===== src/rtl/logic_op_arbiter.sv =====
// Round-robin arbiter sharing one W-bit bitwise logic unit among N requesters.
// Each accepted request runs IDLE -> EXEC -> DONE, so one operation completes every 3 cycles.
module logic_op_arbiter #(
   parameter int unsigned W = 8,
   parameter int unsigned N = 4
) (
   input  logic                   clk,
   input  logic                   rst_n,
   input  logic [N-1:0]           req,
   input  logic [3*N-1:0]         op,
   input  logic [W*N-1:0]         a,
   input  logic [W*N-1:0]         b,
   output logic [N-1:0]           gnt,
   output logic [N-1:0]           done,
   output logic [W-1:0]           result,
   output logic [$clog2(N)-1:0]   result_id,
   output logic                   err,
   output logic                   busy
);

   localparam int unsigned IDW = $clog2(N);
   localparam int unsigned SW  = IDW + 1;

   typedef enum logic [1:0] {
      ST_IDLE = 2'd0,
      ST_EXEC = 2'd1,
      ST_DONE = 2'd2
   } state_e;

   state_e           state_q, state_d;
   logic [IDW-1:0]   ptr_q, ptr_d;
   logic [IDW-1:0]   id_q, id_d;
   logic [2:0]       op_q, op_d;
   logic [W-1:0]     a_q, a_d;
   logic [W-1:0]     b_q, b_d;
   logic [N-1:0]     gnt_q, gnt_d;
   logic [N-1:0]     done_q, done_d;
   logic             err_q, err_d;
   logic [W-1:0]     result_q, result_d;
   logic [IDW-1:0]   result_id_q, result_id_d;
   logic             busy_q, busy_d;

   logic [IDW-1:0]   win;
   logic             win_vld;
   logic [SW-1:0]    scan;
   logic [2:0]       op_sel;
   logic [W-1:0]     a_sel;
   logic [W-1:0]     b_sel;
   logic [W-1:0]     alu_res;
   logic             alu_err;

   // Round-robin scan starting at ptr, wrapping modulo N.
   always_comb begin
      win     = '0;
      win_vld = 1'b0;
      scan    = '0;
      for (int unsigned k = 0; k < N; k++) begin
         scan = SW'(ptr_q) + SW'(k);
         if (scan >= SW'(N)) scan = scan - SW'(N);
         if (!win_vld && req[scan[IDW-1:0]]) begin
            win_vld = 1'b1;
            win     = scan[IDW-1:0];
         end
      end
   end

   // Operand mux for the winning requester.
   always_comb begin
      op_sel = '0;
      a_sel  = '0;
      b_sel  = '0;
      for (int unsigned i = 0; i < N; i++) begin
         if (win == IDW'(i)) begin
            op_sel = op[3*i +: 3];
            a_sel  = a[W*i +: W];
            b_sel  = b[W*i +: W];
         end
      end
   end

   // Shared logic unit operating on the latched operands.
   always_comb begin
      alu_res = '0;
      alu_err = 1'b0;
      case (op_q)
         3'd0: alu_res = a_q & b_q;
         3'd1: alu_res = a_q | b_q;
         3'd2: alu_res = ~a_q;
         3'd3: alu_res = ~(a_q & b_q);
         3'd4: alu_res = ~(a_q | b_q);
         3'd5: alu_res = a_q ^ b_q;
         3'd6: alu_res = a_q ~^ b_q;
         3'd7: alu_err = 1'b1;
      endcase
   end

   always_comb begin
      state_d     = state_q;
      ptr_d       = ptr_q;
      id_d        = id_q;
      op_d        = op_q;
      a_d         = a_q;
      b_d         = b_q;
      gnt_d       = '0;
      done_d      = '0;
      err_d       = 1'b0;
      result_d    = result_q;
      result_id_d = result_id_q;
      case (state_q)
         ST_IDLE: begin
            if (win_vld) begin
               state_d = ST_EXEC;
               id_d    = win;
               op_d    = op_sel;
               a_d     = a_sel;
               b_d     = b_sel;
               gnt_d   = N'(1) << win;
            end
         end
         ST_EXEC: begin
            state_d     = ST_DONE;
            result_d    = alu_res;
            err_d       = alu_err;
            result_id_d = id_q;
            done_d      = N'(1) << id_q;
         end
         ST_DONE: begin
            state_d = ST_IDLE;
            ptr_d   = (id_q == IDW'(N - 1)) ? '0 : id_q + IDW'(1);
         end
         default: state_d = ST_IDLE;
      endcase
      busy_d = (state_d != ST_IDLE);
   end

   always_ff @(posedge clk or negedge rst_n) begin
      if (!rst_n) begin
         state_q     <= ST_IDLE;
         ptr_q       <= '0;
         id_q        <= '0;
         op_q        <= '0;
         a_q         <= '0;
         b_q         <= '0;
         gnt_q       <= '0;
         done_q      <= '0;
         err_q       <= 1'b0;
         result_q    <= '0;
         result_id_q <= '0;
         busy_q      <= 1'b0;
      end else begin
         state_q     <= state_d;
         ptr_q       <= ptr_d;
         id_q        <= id_d;
         op_q        <= op_d;
         a_q         <= a_d;
         b_q         <= b_d;
         gnt_q       <= gnt_d;
         done_q      <= done_d;
         err_q       <= err_d;
         result_q    <= result_d;
         result_id_q <= result_id_d;
         busy_q      <= busy_d;
      end
   end

   assign gnt       = gnt_q;
   assign done      = done_q;
   assign err       = err_q;
   assign result    = result_q;
   assign result_id = result_id_q;
   assign busy      = busy_q;

endmodule


===== config.mk =====
export PLATFORM = sky130hd
export DESIGN_NAME = logic_op_arbiter
export DESIGN_NICKNAME = d
export VERILOG_FILES = /design/src/rtl/logic_op_arbiter.sv
export SDC_FILE = /design/constraint.sdc
export NUM_CORES = 1
export LEC_CHECK = 0
export CAP_MARGIN = 20
export CORE_MARGIN = 4
export CORE_UTILIZATION = 43
export CTS_BUF_LIST = sky130_fd_sc_hd__clkbuf_2
export DETAILED_ROUTE_END_ITERATION = 10
export MAX_ROUTING_LAYER = met4
export PLACE_DENSITY_LB_ADDON = 0.08
export SLEW_MARGIN = 10
export SYNTH_ARGS = -nofsm -noshare
export SYNTH_HDL_FRONTEND = slang
export SYNTH_SLANG_ARGS = --single-unit

===== constraint.sdc =====
create_clock -name clk -period 2 [get_ports clk]
set_clock_uncertainty 0.1 [all_clocks]
set_input_delay 0.5 -clock clk [delete_from_list [all_inputs] [get_ports clk]]
set_output_delay 0.5 -clock clk [all_outputs]
set_load 0.005 [all_outputs]

==> results of run 1 <==
[stage by stage]
stage	util [%]	setup TNS [ps]	std cells	cell area, um2	setup WS [ps]
4_1_cts	65.9	0	562	4530	4.86
2_1_floorplan	-	0	344	3090	43.0
3_3_place_gp	65.1	-7040	553	4470	-436
5_1_grt	66.7	0	565	4580	0.177
3_5_place_dp	65.1	-8180	553	4470	-480
6_report	66.7	0	565	4580	62.9
[area by class of cell]
class / count / area, um2
clock buffer: 5 / 25.0
tap: 96 / 120
timing repair buffer: 141 / 1420
fill: 586 / 2290
multi-input combinational: 251 / 1780
inverter: 24 / 90.1
clock inverter: 3 / 21.3
sequential: 45 / 1130
[cell usage after synthesis, drive strengths merged (6+ instances only)]
cell type,instances
clkbuf,14
buf,10
a21oi,22
dfrtp,45
and2,7
o221ai,18
nand2b,15
inv,23
o22ai,6
a22oi,18
ha,20
nor2,17
nand2,31
mux2i,21
o21ai,21
a22o,8
[power by group through the flow]
stage	Sequential, uW	Combinational [uW]	Clock (uW)
2_1_floorplan	1600	2600	0
3_3_place_gp	1750	3890	0
3_5_place_dp	1770	3990	0
4_1_cts	1750	4020	414
5_1_grt	1830	4500	456
6_report	1750	4090	404
[registers in the layout, summed over array words and instances, names as in the netlist, 3 cells and up]
signal	cells
op_q	3
done	4
b_q	8
result	8
gnt	4
a_q	8
[kinds of logic after synthesis]
group / after synthesis / share of synthesized area (%)
AOI/OAI and AO/OA: 121 / 27.4
and+or+nand+nor: 86 / 13.7
buffers and inverters: 48 / 6.40
DFF: 45 / 36.5
muxes: 24 / 7.90
adders and majority gates: 20 / 8.10
[worst max-delay path by stage]
stage / to / slack (ps) / startpoint / cells after the start
2_1_floorplan: b_q[5] / 40 / req[0] / 5
3_3_place_gp: b_q[5] / -440 / req[0] / 6
3_5_place_dp: b_q[5] / -480 / req[0] / 6
4_1_cts: b_q[5] / 5 / req[0] / 6
5_1_grt: result[7] / 0.2 / result[7] / 1
6_report: b_q[5] / 60 / req[2] / 6
[repair_timing]
item,in CTS,in global routing
hold buffers,1,0
setup endpoints to repair,0,17
resized for setup,0,6
buffers inserted,0,2
endpoints found under the hold margin,45,0
[tightest hold or removal path, stage by stage (launching register included)]
cell     delay, ps
dfrtp_1        400
nand2_1         50
nand2_1         50
[per-layer routing]
layer / vias to the layer above / track usage [%]
met2: 79 / 32.3
met4: 0 / 3.79
met5: - / -
met3: 2 / 3.49
met1: 1422 / 26.9
li1: 1509 / -
==> flow_summary.json, run 1 <==
{
  "run_status": "completed",
  "layout-drive-gt1-share_pct": 12.6,
  "synthCells": 344,
  "die_area_um2": 8600,
  "cts.sinks": 45,
  "setup_violations": 0,
  "antenna_found_initial": 0,
  "num_vias": 3012,
  "chipWidth_um": 92.7,
  "dr.pass1.iters": 4,
  "globalRoute.totalOverflow": 0,
  "netlist-cell-type-count": 49,
  "tightest_slew_ps": 442,
  "ys_ff_latch": 45,
  "timing.fmax_ghz": 0.516,
  "clk_pin_slew_ps": 240,
  "whs_ps": 406,
  "area_growth_pct": 48.3,
  "grtUsageTotal_pct": 20.1,
  "io_buffers": 101,
  "slew_headroom_pct": 70.5,
  "grt_max_degree": 46,
  "whs_endpoint": "result[1]",
  "wl_met1_um": 4000,
  "cts_tree": "yes",
  "synth_top_flop_cell": "dfrtp_1",
  "period_share_pct": 96.9,
  "grt_pass1_vias": 2872,
  "p_clk_share_pct": 6.5,
  "wl_met3_um": 408,
  "power_switching_uw": 2650,
  "routed.top_layer": "met4",
  "clk_path_buf_depth": 2,
  "leakage_uw": 0.00207,
  "grt_pass1_wl_um": 13600,
  "syn_area_um2": 3090,
  "maxSlewViolCount": 0,
  "cp_slowest_cell": "clkdlybuf4s50_1",
  "ys.warnings.count": 0,
  "min_period_ps": 1940,
  "cp_num_buf_inv": 1,
  "reg2reg_slack_ps": 60,
  "p_per_area_nw_per_um2": 1360,
  "holdPathStages": 2,
  "max_stage_delay_ps": 500,
  "wl_per_cell_um": 15.2,
  "ys_seq_area_share_pct": 36.5,
  "cap_violations": 0,
  "worst_skew_pair.late_latency_ps": 410,
  "cts_buffers": 5,
  "cts-root-buf": "clkbuf_2",
  "worstReg2RegStart": "ptr_q[1]",
  "hp-class": "reg -> reg",
  "netlist.area_leader.share_pct": 36.5,
  "cp.arrival_ps": 2180,
  "drt_drc_violations_left": 0,
  "path_max_fanout": 6,
  "worstPathRequired_ps": 2240,
  "critPathCaptureType": "flop",
  "core_um2": 6870,
  "critPathTopFamily": "simple AND/OR/NAND/NOR gates",
  "hpwl_um": 6650,
  "antenna_cells": 0,
  "power_uw": 6250,
  "p_seq_share_pct": 28.1,
  "initial_core_util_pct": 45.0,
  "grt_setup_unrepaired": "no",
  "htreeDepth": 2,
  "start_kind": "input pin",
  "die_y_um": 92.7,
  "finalWeightedCongestion": 0.760,
  "io_pins": 102,
  "sw_frac_of_total_pct": 42.4,
  "dr_wl_met2_um": 4160,
  "drt_wl_total_um": 8600,
  "final_common_cell": "clkdlybuf4s50_1",
  "final_cell_mix": "clkdlybuf4s50_1, dfrtp_1, nand2_1, buf_4, inv_1",
  "yosys-top-cells-area": "dfrtp_1, ha_1, mux2i_1",
  "pwr-share-comb_pct": 65.5,
  "final_antenna_net_count": 0,
  "nets": 570,
  "syn_area_per_cell_um2": 8.98,
  "rr_worst_depth": 5,
  "drt-vias-per-instance": 5.33,
  "hp-start": "result[1]",
  "yosysTopAreaCell": "dfrtp_1",
  "synthesis.nets": 446,
  "async_flop_share_pct": 100,
  "finalHoldViolCount": 0,
  "peakVddDrop_uv": 576,
  "r2r_end": "b_q[5]",
  "crit_type": "in -> reg",
  "dr.first_iter.drc_count": 111,
  "rows": 30,
  "p_int_uw": 3600,
  "cp_cell_sequence": "clkdlybuf4s50_1 > nand2_1 > a21oi_1 > or3_4 > or3_1 > a32o_1",
  "synth_edf_count": 0
}
No activity file was read; power rests on OpenSTA's default activity.
==> inputs of run 2 (changes only) <==
CORE_ASPECT_RATIO = 0.8   (was not set)
==> run 2 against run 1 <==
Against the previous run:
- global-route usage up 1.4 points
- non-clock buffer count up 5
- worst hold slack got worse by 15 ps
- combinational power increased by 2%
- wire length is 4.3% higher
- critical path type unchanged
- via count rose by 1.5%
- clock-buffer cell count stayed put
- maximum frequency decreased by 0.84%
- setup slack got worse by 16 ps
- die area grew 0.10%
- cell area up 1.4%
==> flow_summary.json, run 2 (same netlist as run 1, synthesis figures left out) <==
{
  "rows": 27,
  "chipWidth_um": 103,
  "run_status": "completed",
  "leakage_uw": 0.00228,
  "min_period_ps": 1950,
  "cp_num_buf_inv": 1,
  "final_common_cell": "clkdlybuf4s50_1",
  "period_share_pct": 97.7,
  "tightest_slew_ps": 481,
  "finalHoldViolCount": 0,
  "dr.first_iter.drc_count": 131,
  "io_buffers": 101,
  "slew_headroom_pct": 67.9,
  "final_cell_mix": "clkdlybuf4s50_1, dfrtp_1, buf_4, nand2_1, inv_1",
  "finalWorstSetupSlack_ps": 46.4,
  "stdcell_count": 561,
  "hp-class": "in -> async",
  "cap_violations": 0,
  "initial_core_util_pct": 44.6,
  "timing.fmax_ghz": 0.512,
  "cts_tree": "yes",
  "cts-root-buf": "clkbuf_2",
  "maxSlewViolCount": 0,
  "num_vias": 3057,
  "drt_wl_total_um": 8980,
  "peakVddDrop_uv": 483,
  "dp.cells": 544,
  "cts_buffers": 5,
  "antenna_cells": 0,
  "max_stage_delay_ps": 510,
  "nets": 575,
  "clk_pin_slew_ps": 280,
  "p_per_area_nw_per_um2": 1380,
  "grt_pass1_vias": 2991,
  "cp_slowest_cell": "clkdlybuf4s50_1",
  "hpwl_um": 6950,
  "setup_violations": 0,
  "drt-vias-per-instance": 5.45,
  "antenna_found_initial": 0,
  "grt_max_degree": 27,
  "die_y_um": 83.8,
  "final_antenna_net_count": 0,
  "worst_skew_pair.late_latency_ps": 440,
  "grtUsageTotal_pct": 21.5,
  "layout-drive-gt1-share_pct": 14.3,
  "cts.sinks": 45,
  "path_max_fanout": 6,
  "io_pins": 102,
  "critPathTopFamily": "simple AND/OR/NAND/NOR gates",
  "grt_setup_unrepaired": "yes",
  "cp_cell_sequence": "clkdlybuf4s50_1 > nand2b_1 > a21oi_1 > or3_4 > or3_1 > a32o_1",
  "clk_path_buf_depth": 2,
  "critPathCaptureType": "flop",
  "worstPathRequired_ps": 2250,
  "start_kind": "input pin",
  "die_area_um2": 8610,
  "wl_per_cell_um": 16.0,
  "htreeDepth": 2,
  "grt_pass1_wl_um": 14400,
  "core_um2": 6930,
  "globalRoute.totalOverflow": 0,
  "finalWeightedCongestion": 0.845,
  "preCtsSetupSlack_ps": -506,
  "fin_util_pct": 67.1,
  "cp.arrival_ps": 2210,
  "area_growth_pct": 50.4,
  "crit_type": "in -> reg",
  "nFillCells": 598,
  "dr.pass1.iters": 4,
  "drt_drc_violations_left": 0
}
-- run 2: routing by layer --
layer / vias up / global-route usage [%] / wire length (um)
met5: - / - / 0
met4: 0 / 3.29 / 29
met3: 2 / 4.76 / 738
met2: 115 / 30.6 / 3820
met1: 1422 / 31.8 / 4390
li1: 1518 / - / -
-- run 2: metrics by stage --
| step | TNS [ps] | area, um2 | hold slack [ps] | power [uW] |
|---|---|---|---|---|
| 6_report | 0 | 4640 | 391 | 6400 |
| 5_1_grt | -6.58 | 4640 | 363 | 7010 |
| 4_1_cts | 0 | 4520 | 380 | 6290 |
| 3_5_place_dp | -9080 | 4460 | 370 | 5820 |
| 3_3_place_gp | -8200 | 4460 | 359 | 5690 |
| 2_1_floorplan | 0 | 3090 | 104 | 4200 |
-- run 2: final cells by class --
cell class | count | area (um2) | area share [%]
multi-input cells | 251 | 1790 | 38.5
flip-flops and latches | 45 | 1130 | 24.3
well taps | 87 | 109 | 2.34
inverters | 24 | 90.1 | 1.94
repair buffers | 146 | 1470 | 31.7
clock buffers | 5 | 25.0 | 0.539
clock inverters | 3 | 28.8 | 0.620
-- run 2: worst paths after layout --
kind | startpoint | to | slack, ps | depth (start not counted)
min in group clk | result_id[0] | result_id[0] | 420 | 2
setup / recovery | req[2] | b_q[5] | 50 | 6
hold reg to reg | result_id[0] | result_id[0] | 420 | 2
max in group asynchronous | rst_n | op_q[2] | 880 | 3
hold / removal | rst_n | done[2] | 390 | 2
setup reg to reg | ptr_q[1] | b_q[5] | 100 | 5
-- run 2: power breakdown --
part | total, uW | switching (uW) | internal [uW]
clock network | 450 | 344 | 106
logic | 4180 | 1960 | 2220
registers | 1770 | 454 | 1320
total | 6400 | 2750 | 3640
-- run 2: repair_timing --
| action | 4_1_cts | 5_1_grt |
|---|---|---|
| gates cloned | 0 | 0 |
| hold buffers | 1 | 0 |
| setup endpoints to repair | 1 | 37 |
| buffers inserted | 0 | 8 |
| resized for setup | 2 | 23 |
| pin swaps | 0 | 5 |
| endpoints found under the hold margin | 19 | 0 |
==> inputs of run 3 (changes only) <==
CELL_PAD_IN_SITES_DETAIL_PLACEMENT = 1   (was not set)
CELL_PAD_IN_SITES_GLOBAL_PLACEMENT = 2   (was not set)
CORE_MARGIN = 8   (was 4)
CORE_UTILIZATION = 25   (was 43)
==> run 3 against run 2 <==
Against the previous run:
- the flow now finishes with violations (negative setup slack)
- critical path depth is 2 higher
- sequential share of layout area is 1.7 points lower
- first-iteration DRC count is 4.6% lower
- critical endpoint is now a_q[5]
==> flow_summary.json, run 3 (same netlist as run 1, synthesis figures left out) <==
{
  "run_status": "complete, but fails checks",
  "failed_checks": "negative setup slack",
  "preCtsSetupSlack_ps": -537,
  "start_kind": "flop",
  "fin_util_pct": 41.2,
  "hp-class": "reg -> reg",
  "io_pins": 102,
  "die_y_um": 115,
  "cap_violations": 0,
  "setup_violations": 1,
  "finalHoldViolCount": 0,
  "antenna_found_initial": 1,
  "globalRoute.totalOverflow": 0,
  "die_area_um2": 16200,
  "tightest_slew_ps": 607,
  "htreeDepth": 2,
  "num_vias": 3133,
  "critPathCaptureType": "flop",
  "cts_tree": "yes",
  "peakVddDrop_uv": 388,
  "grt_setup_unrepaired": "yes",
  "final_antenna_net_count": 0,
  "dr.pass1.iters": 4,
  "stdcell_count": 638,
  "core_um2": 12100,
  "dp.cells": 615,
  "grtUsageTotal_pct": 14.4,
  "slew_headroom_pct": 59.5,
  "min_period_ps": 2000,
  "nets": 586,
  "initial_core_util_pct": 25.5,
  "drt-vias-per-instance": 4.91,
  "worstPathRequired_ps": 2230,
  "p_per_area_nw_per_um2": 1420,
  "grt_max_degree": 27,
  "cts_buffers": 5,
  "chipWidth_um": 140,
  "finalWeightedCongestion": 0.767,
  "clk_path_buf_depth": 2,
  "timing.fmax_ghz": 0.499,
  "path_max_fanout": 6,
  "hpwl_um": 9100,
  "cp.arrival_ps": 2230,
  "wl_per_cell_um": 18.4,
  "worst_skew_pair.late_latency_ps": 440,
  "leakage_uw": 0.00231,
  "drt_drc_violations_left": 0,
  "grt_pass1_wl_um": 18100,
  "nFillCells": 1426,
  "cts.sinks": 45,
  "cts-root-buf": "clkbuf_2",
  "area_growth_pct": 61.8,
  "final_cell_mix": "clkdlybuf4s50_1, buf_4, dfrtp_1, nand2_1, inv_1",
  "dr.first_iter.drc_count": 125,
  "drt_wl_total_um": 11700,
  "finalWorstSetupSlack_ps": -3.28,
  "clk_pin_slew_ps": 290,
  "grt_pass1_vias": 3386,
  "crit_type": "reg -> reg",
  "layout-drive-gt1-share_pct": 20.4,
  "io_buffers": 101,
  "maxSlewViolCount": 0,
  "rows": 36,
  "period_share_pct": 100,
  "final_common_cell": "clkdlybuf4s50_1"
}
[run 3: cell types whose count changed in the layout (fill, tap and decap cells not counted), sizes merged]
cell and delta:
buf +9, dlymetal6s2s -4, clkbuf +2, clkdlybuf4s50 +2, dlygate4sd2 +2, bufinv +1, diode +1, inv -1
[run 3: cell type report]
| class | instances | area (um2) | area share [%] |
|---|---|---|---|
| Antenna cell | 1 | 2.50 | 0.0501 |
| Clock buffer | 5 | 25.0 | 0.501 |
| Clock inverter | 3 | 47.5 | 0.951 |
| Inverter | 24 | 90.1 | 1.80 |
| Multi-Input combinational cell | 251 | 1950 | 39.1 |
| Sequential cell | 45 | 1130 | 22.6 |
| Tap cell | 152 | 190 | 3.81 |
| Timing Repair Buffer | 157 | 1560 | 31.2 |
[run 3: report_power, final]
part | switching (uW) | internal, uW | total, uW
Clock | 349 | 222 | 571
Sequential | 445 | 1320 | 1760
Combinational | 2260 | 2500 | 4760
[run 3: path summary, 6_finish.rpt]
check	slack (ps)	start	cells past startpoint	to
worst max-delay path	-3	ptr_q[1]	8	a_q[5]
worst min-delay path	410	result[1]	2	result[1]
worst max register to register	-3	ptr_q[1]	8	a_q[5]
worst min register to register	410	result[1]	2	result[1]
max in group asynchronous	670	rst_n	3	a_q[7]
min in group asynchronous	450	rst_n	2	done[2]
[run 3: per-layer routing]
layer  up-vias  share of wire [%]  GRT usage (%)
li1       1538                  -              -
met1      1518                 52           20.2
met2        73                 42           20.7
met3         4                4.7           3.15
met4         0               0.51           2.60
met5         -                  0              -
[run 3: critical path, stage by stage, from the launching register on]
cell and delay, ps:
dfrtp_2 520, and2_4 160, and2_4 150, buf_4 130, nor3_4 200, buf_4 150, buf_12 140, mux2i_4 260
a22oi_2 70
[run 3: through the flow]
step           hold WS (ps)  instance area [um2]  power (uW)  TNS (ps)
2_1_floorplan           104                 3090        4200         0
3_3_place_gp            358                 4560        5950     -8520
3_5_place_dp            363                 4560        6050     -9330
4_1_cts                 420                 4670        6690     -1.51
5_1_grt                 456                 5000        7750      -884
6_report                410                 5000        7090     -3.28
[run 3: what timing repair did]
| item | 4_1_cts | 5_1_grt |
|---|---|---|
| gates cloned | 0 | 3 |
| buffers inserted | 2 | 8 |
| endpoints found under the setup margin | 9 | 31 |
| gates resized for setup | 7 | 41 |
| pin swaps | 0 | 9 |
| endpoints found under the hold margin | 24 | 0 |
| hold buffers | 1 | 0 |
